`config.mk`:
```
export PLATFORM = sky130hd
export DESIGN_NAME = kpn_arith_node
export DESIGN_NICKNAME = d
export VERILOG_FILES = /design/src/rtl/kpn_arith_node.sv
export SDC_FILE = /design/constraint.sdc
export NUM_CORES = 1
export LEC_CHECK = 0
export CORE_MARGIN = 4
export CORE_UTILIZATION = 55
export CTS_CLUSTER_SIZE = 8
export DETAILED_ROUTE_END_ITERATION = 7
export GPL_TIMING_DRIVEN = 0
export PLACE_DENSITY = 0.79
export SLEW_MARGIN = 20
export SYNTH_ARGS = -nofsm -noshare
export SYNTH_HDL_FRONTEND = slang
export SYNTH_SLANG_ARGS = --single-unit
export TNS_END_PERCENT = 10
```
`constraint.sdc`:
```
create_clock -name clk -period 5.2 [get_ports clk]
set_clock_uncertainty 0.15 [all_clocks]
set_input_delay 0.78 -clock clk [delete_from_list [all_inputs] [get_ports clk]]
set_output_delay 0.78 -clock clk [all_outputs]
set_load 0.01 [all_outputs]
```
`src/rtl/kpn_arith_node.sv`:
```
// kpn_arith_node: two-input, one-output Kahn process node.
// Pops one token from each input FIFO together and applies the op chosen by
// op_sel (add, sub, mult, unsigned max). The result goes to the output FIFO
// through empty/full handshakes, so no token is lost and a full FIFO is never
// written. A token takes three cycles: IDLE (pop), CALC, then WRITE (push).
// Optional build macro KPN_SAT_EN: add, sub and mult saturate instead of
// wrapping, and a sat_flag output marks each clamped result.
module kpn_arith_node #(
    parameter int WIDTH = 16,
    parameter int CNT_W = 16
) (
    input  logic             clk,
    input  logic             reset,
    input  logic [WIDTH-1:0] entry_1,
    input  logic             entry_1_empty,
    output logic             rd_1,
    input  logic [WIDTH-1:0] entry_2,
    input  logic             entry_2_empty,
    output logic             rd_2,
    input  logic [1:0]       op_sel,
    output logic [WIDTH-1:0] output_1,
    input  logic             output_full,
    output logic             wr,
`ifdef KPN_SAT_EN
    output logic [CNT_W-1:0] tokens_out,
    output logic             sat_flag
`else
    output logic [CNT_W-1:0] tokens_out
`endif
);

    typedef enum logic [1:0] {IDLE, CALC, WRITE} state_t;
    typedef enum logic [1:0] {OP_ADD, OP_SUB, OP_MUL, OP_MAX} op_t;

    state_t           state, state_nxt;
    op_t              op_q;
    logic [WIDTH-1:0] a_q, b_q;
    logic [WIDTH-1:0] calc_res;

`ifdef KPN_SAT_EN
    logic               calc_sat;
    logic [WIDTH:0]     sum_ext;
    logic [2*WIDTH-1:0] prod_ext;

    // Saturating datapath: clamp on carry-out, borrow or a non-zero upper product half
    always_comb begin
        sum_ext  = {1'b0, a_q} + {1'b0, b_q};
        prod_ext = {{WIDTH{1'b0}}, a_q} * {{WIDTH{1'b0}}, b_q};
        calc_res = '0;
        calc_sat = 1'b0;
        case (op_q)
            OP_ADD: begin
                calc_sat = sum_ext[WIDTH];
                calc_res = calc_sat ? '1 : sum_ext[WIDTH-1:0];
            end
            OP_SUB: begin
                calc_sat = (a_q < b_q);
                calc_res = calc_sat ? '0 : a_q - b_q;
            end
            OP_MUL: begin
                calc_sat = |prod_ext[2*WIDTH-1:WIDTH];
                calc_res = calc_sat ? '1 : prod_ext[WIDTH-1:0];
            end
            default: calc_res = (a_q >= b_q) ? a_q : b_q;
        endcase
    end
`else
    // Modulo 2^WIDTH datapath: sum, difference and product keep their low WIDTH bits
    always_comb begin
        calc_res = '0;
        case (op_q)
            OP_ADD:  calc_res = a_q + b_q;
            OP_SUB:  calc_res = a_q - b_q;
            OP_MUL:  calc_res = a_q * b_q;
            default: calc_res = (a_q >= b_q) ? a_q : b_q;
        endcase
    end
`endif

    // Next-state logic and handshake strobes. Reset gates every strobe, because
    // a synchronous reset leaves the state register untouched until the edge.
    always_comb begin
        // NOTE: every signal gets a default before the case statement; a path
        // that leaves one unassigned would infer a latch.
        state_nxt = state;
        rd_1      = 1'b0;
        rd_2      = 1'b0;
        wr        = 1'b0;
        if (!reset) begin
            case (state)
                IDLE: begin
                    if (!entry_1_empty && !entry_2_empty) begin
                        rd_1      = 1'b1;
                        rd_2      = 1'b1;
                        state_nxt = CALC;
                    end
                end
                CALC: state_nxt = WRITE;
                WRITE: begin
                    if (!output_full) begin
                        wr        = 1'b1;
                        state_nxt = IDLE;
                    end
                end
                default: state_nxt = IDLE;
            endcase
        end
    end

    // State register, operand latch at the pop, result register in CALC, push counter
    always_ff @(posedge clk) begin
        // NOTE: sequential state uses non-blocking assignments only, so every
        // register samples the values it saw before the edge.
        if (reset) begin
            state      <= IDLE;
            a_q        <= '0;
            b_q        <= '0;
            op_q       <= OP_ADD;
            output_1   <= '0;
            tokens_out <= '0;
`ifdef KPN_SAT_EN
            sat_flag   <= 1'b0;
`endif
        end else begin
            state <= state_nxt;
            if (rd_1) begin
                a_q  <= entry_1;
                b_q  <= entry_2;
                op_q <= op_t'(op_sel);
            end
            if (state == CALC) begin
                output_1 <= calc_res;
`ifdef KPN_SAT_EN
                sat_flag <= calc_sat;
`endif
            end
            if (wr) begin
                tokens_out <= tokens_out + CNT_W'(1);
            end
        end
    end

endmodule
```
# --- Word level (Yosys, flattened, before mapping) ---
# Index checks and enable logic that the tools add are counted.
word_totals:
  in_bits: 39
  ff_bits: 68
op_classes:
  n_addsub: 3
  n_mux: 11
  reduce_logical: 6
  n_eq_ne: 6
  magnitude_cmp: 1
  n_mul: 1
ops:
  columns: ["op", "n"]
  rows:
  - ["16-bit one-hot mux with 3 select lines", 1]
  - ["16-bit by 1-bit adder with 16-bit output (second input constant)", 1]
  - ["16-bit adder", 1]
  - ["16-bit >= comparator", 1]
  - ["16-bit by 16-bit multiplier with 16-bit output", 1]
  - ["16-bit two-way mux", 1]
  - ["16-bit subtractor", 1]
  - ["1-bit two-way mux", 6]
  - ["2-bit one-hot mux with 3 select lines", 1]
  - ["2-bit by 1-bit == test with 1-bit output (second input constant)", 2]
  - ["2-bit == test (second input constant)", 2]
  - ["2-bit logical NOT", 2]
  - ["2-bit two-way mux", 2]
  - ["2-bit inequality test (second input constant)", 2]
  - ["1-bit logical NOT", 2]
  - ["2-bit AND reduction", 1]
  - ["1-bit logical AND", 1]

# --- Depth between registers and ports, before layout ---
logic_depth:
  ltp_word: 5
  depth_mapped: 22
  mapped_depth_nobuf: 21

# --- Worst setup path before layout ---
# Ideal clock, no wire load.
synth_timing:
  path_kind: "flip-flop to flip-flop"
  startpoint: "register b_q[1]"
  endpoint: "register output_1[14]"
  period_less_slack_ns: 5.356
  arrival_time_ns: 5.114
  path_slack_ns: -0.156
  path_stages_with_launch: 19
  cell_sequence: "dfxtp_1 -> clkbuf_1 -> nand2_1 -> fa_1 -> fa_1 -> fa_1 -> fa_1 -> inv_1 -> fa_1 -> inv_1 -> fa_1 -> inv_1 -> ha_1 -> and3_1 -> a211oi_1 -> nor3_1 -> xor2_1 -> nor3_1 -> nor4_1"
synth_via:
  elab_chain_len: 3
synth_rtl:
  columns: ["element", "line_no", "rtl"]
  rows:
  - ["start, declared", "37", "logic [WIDTH-1:0] a_q, b_q;"]
  - ["start signal, assigned", "128", "b_q <= entry_2;"]
  - ["parallel branches: the longest is 2 deep, another holds 16-bit by 16-bit multiplier with 16-bit output", null, null]
  - ["16-bit one-hot mux with 3 select lines (*)", "71", "case (op_q)"]
  - ["end signal, assigned", "132", "output_1 <= calc_res;"]
  - ["end, declared", "21", "output logic [WIDTH-1:0] output_1,"]
# Mark *: on every way between the ends.
# A chain may end at the register's enable or synchronous reset.

# --- Worst setup path in the final report ---
layout_timing:
  startpoint: "register b_q[2]"
  endpoint: "register output_1[15]"
# The elaborated chain is that of the path after synthesis.

==> impl_results.md <==
* Outcome: finished, violations left
* Failing checks: negative setup slack
* Met3 Track Usage GR at a little over 6%
* First-pass GRT wire length at between 40000 and 50000 um
* Port Buffers at 72
* Buf+Inv Stages, Crit Path at 5
* Family with the most delay on the worst path: adder cells
* Vias in the first global route at between 7000 and 8000
* # diodes at 0
* Final Util at ~68%
* Mapped Area at approximately 8600 um^2
* Initial antenna violation count at 0
* Post-synthesis register bit count at 68
* Lkg Pwr at between 4 and 5 nW
* Layout cells sized above 1 at 11.0%
* Io pins at 74
* Critical path required time at 5330 ps
* Root cell of the clock tree: clkbuf_16
* Worst rel slew slack at 45.6%
* Combinational power share at 31.7%
* Post-synth EDFFs at 0
* Worst path most repeated cell: fa_1
* Worst setup EP type: register
* Gpl congestion at 0.978
* GR Overflow Total at 0
* Max-capacitance violation count at 0
* # hold bufs at CTS at 0
* Crit start category: register
* Gr usage total at 30.6%
* Gr busiest metal: met2
* Mapped Cells at approximately 1000
* RSZ-0062 raised after global routing: yes
* H-tree levels at 3
* Clock Pin Slew Worst Setup and Hold Paths at ~70 ps
* Net Sw Power at 659 uW
* Routing usage on met1 at a little over two fifths
* Dpl cells at 1326
* Setup WS post-layout at -418 ps
* Synth top area share at 19.1%
* Die Span X at between 100 and 150 um
* Initial Util at 56.4%
* PwrDens at 178 nW/um^2
* Final Hold Vio Count at 0
* Critical Path Max Stage Delay at 590 ps
* Final Cycle Share at 108%
* WL/cell at 19.8 um
* Cts bufs inserted at 9
* Int Pwr at 1.18 mW
* Critical-path maximum fanout at 10
* Register area share after synthesis at 15.8%
* Number of fill cells at 1244
* Largest net degree at the start of global routing at 15
* CTS tree: built
* Critical-path cell with the highest stage delay: fa_2
* Finish-stage setup viols at 6
* Final Non-Filler Cells at 1352
* Syn_area_per_cell at 8.25 um^2
* Ys Warns at 0
* Critical Setup Path Class: reg -> reg
* Sw Ratio at 35.9%
* CTS Buffer Depth at 2
* Data arrival, critical path at 5750 ps
* Final Slew Violations at 0
* Core area at 15300 um^2
* Synth unique cells at 69
* Pre-antenna DRT Iters at 6
* Vias at 7898
* Critical path cell sequence: clkbuf_8 > and2_1 > fa_1 > inv_1 > fa_1 > inv_1 > fa_1 > fa_1 > inv_1 > fa_1 > fa_2 > inv_1 > ha_1 > or3_1 > nor3_4 > nor3_1 > nand4b_1 > a41oi_2
* Cell taking the most area after synthesis: fa_1
* DIE AREA at roughly 18000 um^2
* Die height at 133 um
* Met2 usage at 46.8%
* Synth top area cells: fa_1 19%, dfxtp_1 16%, ha_1 12%
* Clock share of power at 36.7%
* Crit path time final at 5620 ps
* Hold WS at approximately 350 ps
* Net Count, Synth at about 1200
* WL final at 26700 um
* Hpwl dp at 20100 um
* Synth-to-layout area growth at 20.0%
* Drt drc at 0
* First-iteration detailed-routing DRC count at approximately 630
* Total Nets Final at 1338
* Peak supply drop at 0.174 mV
* Ys async rst share at 0%
* Row cnt at 45
* Achievable Freq at 178 MHz
* Sequential Power Share at 31.7%
* Clk Latency, worst-skew pair at 360 ps
* Min-Delay Path Class: reg -> reg
* Vias/cell at 5.84
* Final ANT Viol Nets at 0
* Most used DFF post-synth: dfxtp_1
* CTS Sinks at 68
* Slew at the pin closest to its max-slew limit at between 800 and 900 ps
[metal layers]
layer,routed length [um],vias up
met1,10800,3752
met2,11700,453
met4,1420,0
met3,2780,91
met5,0,-
li1,-,3602
[kinds of logic after synthesis]
family,Yosys count,share of synthesized area (%)
buffers and inverters,202,10.6
xor gates and xnor gates,60,6.27
muxes,20,2.43
adders and majority gates,163,30.9
AOI/OAI and AO/OA,178,13.8
DFF,68,15.8
and+or+nand+nor,352,20.3
[layout make-up]
class,instances,area (um^2),share of cell area (%)
buffer,57,533,5.16
inverter,145,544,5.27
multi-input combinational,773,6470,62.7
sequential,68,1410,13.6
timing repair buffer,82,796,7.71
tap,211,264,2.56
clock inverter,7,82.6,0.800
clock buffer,9,225,2.18
[state kept, by name (all words and copies together) (netlist names)]
| signal | count |
|---|---|
| a_q | 16 |
| state | 2 |
| op_q | 2 |
| b_q | 16 |
| tokens_out | 16 |
| output_1 | 16 |
[Yosys cell counts (all sizes together), types with 3 or more instances]
cell type and number:
a2111oi 4, and3 6, o21a 11, o211ai 5
nor3 20, nand2 120, nor2b 8, a211o 6
buf 11, or2 3, o21ai 50, o31a 3
clkbuf 45, a21o 4, and2 55, dfxtp 68
inv 145, mux2i 13, ha 81, nor3b 3
fa 82, nand4 5, xnor2 35, o22ai 3
mux2 7, o31ai 21, or3 10, nor4 5
a221oi 3, nand3b 5, a22oi 3, a31oi 5
a211oi 4, nor2 66, xor2 24, nand3 13
o21bai 4, a21oi 38, nand2b 25
[cells in the final DEF (no fill, tap or decap), types with 9 or more instances in the layout]
cell and instances:
inv_1 142, a21oi_1 32, dfxtp_2 10, clkdlybuf4s50_1 72
nand3_1 13, clkbuf_1 21, buf_4 12, fa_1 78
clkbuf_16 11, dfxtp_1 49, clkbuf_8 18, nand2_1 120
o21ai_0 47, o31ai_1 21, or3_1 9, xnor2_1 34
nor2_1 66, nor3_1 18, mux2i_1 13, xor2_1 24
o21a_1 11, ha_1 77, dfxtp_4 9, nand2b_1 25
and2_1 54
[power groups by stage]
| stage | registers, mW | logic [mW] | clock network, mW |
|---|---|---|---|
| finish | 0.582 | 0.581 | 0.674 |
| floorplan | 0.575 | 0.366 | 0 |
| detailed placement | 0.591 | 0.530 | 0 |
| CTS | 0.579 | 0.563 | 0.672 |
| global route | 0.582 | 0.623 | 0.692 |
| global placement | 0.591 | 0.525 | 0 |
[metrics by stage]
step	cell area [um^2]	setup TNS (ps)	setup WS (ps)	power, mW
2_1_floorplan	8620	-12.6	-6.37	0.941
3_3_place_gp	9610	-5420	-852	1.12
3_5_place_dp	9610	-6640	-1020	1.12
4_1_cts	10300	-1670	-395	1.81
5_1_grt	10300	-2920	-533	1.90
6_report	10300	-1810	-418	1.84
[path summary, 6_finish.rpt]
path / from / to / slack (ps) / cells past startpoint
max: b_q[2]$_SDFFE_PP0P_ / output_1[15]$_SDFFE_PP0N_ / -420 / 18
min: state[0]$_SDFFE_PP0P_ / state[0]$_SDFFE_PP0P_ / 350 / 1
max reg2reg: b_q[2]$_SDFFE_PP0P_ / output_1[15]$_SDFFE_PP0N_ / -420 / 18
min reg2reg: state[0]$_SDFFE_PP0P_ / state[0]$_SDFFE_PP0P_ / 350 / 1
[worst reg2reg max path: stages (launching register included)]
cell	delay, ps
dfxtp_4	380
clkbuf_8	170
and2_1	160
fa_1	510
inv_1	60
fa_1	530
inv_1	50
fa_1	490
fa_1	550
inv_1	50
fa_1	460
fa_2	590
inv_1	50
ha_1	200
or3_1	420
nor3_4	190
nor3_1	80
nand4b_1	250
a41oi_2	190
[what timing repair did]
item | 4_1_cts | 5_1_grt
setup buffers | 10 | 0
endpoints found under the setup margin | 10 | 8
pin swaps | 19 | 7
resized for setup | 87 | 14
No activity file was read; power rests on OpenSTA's default activity.
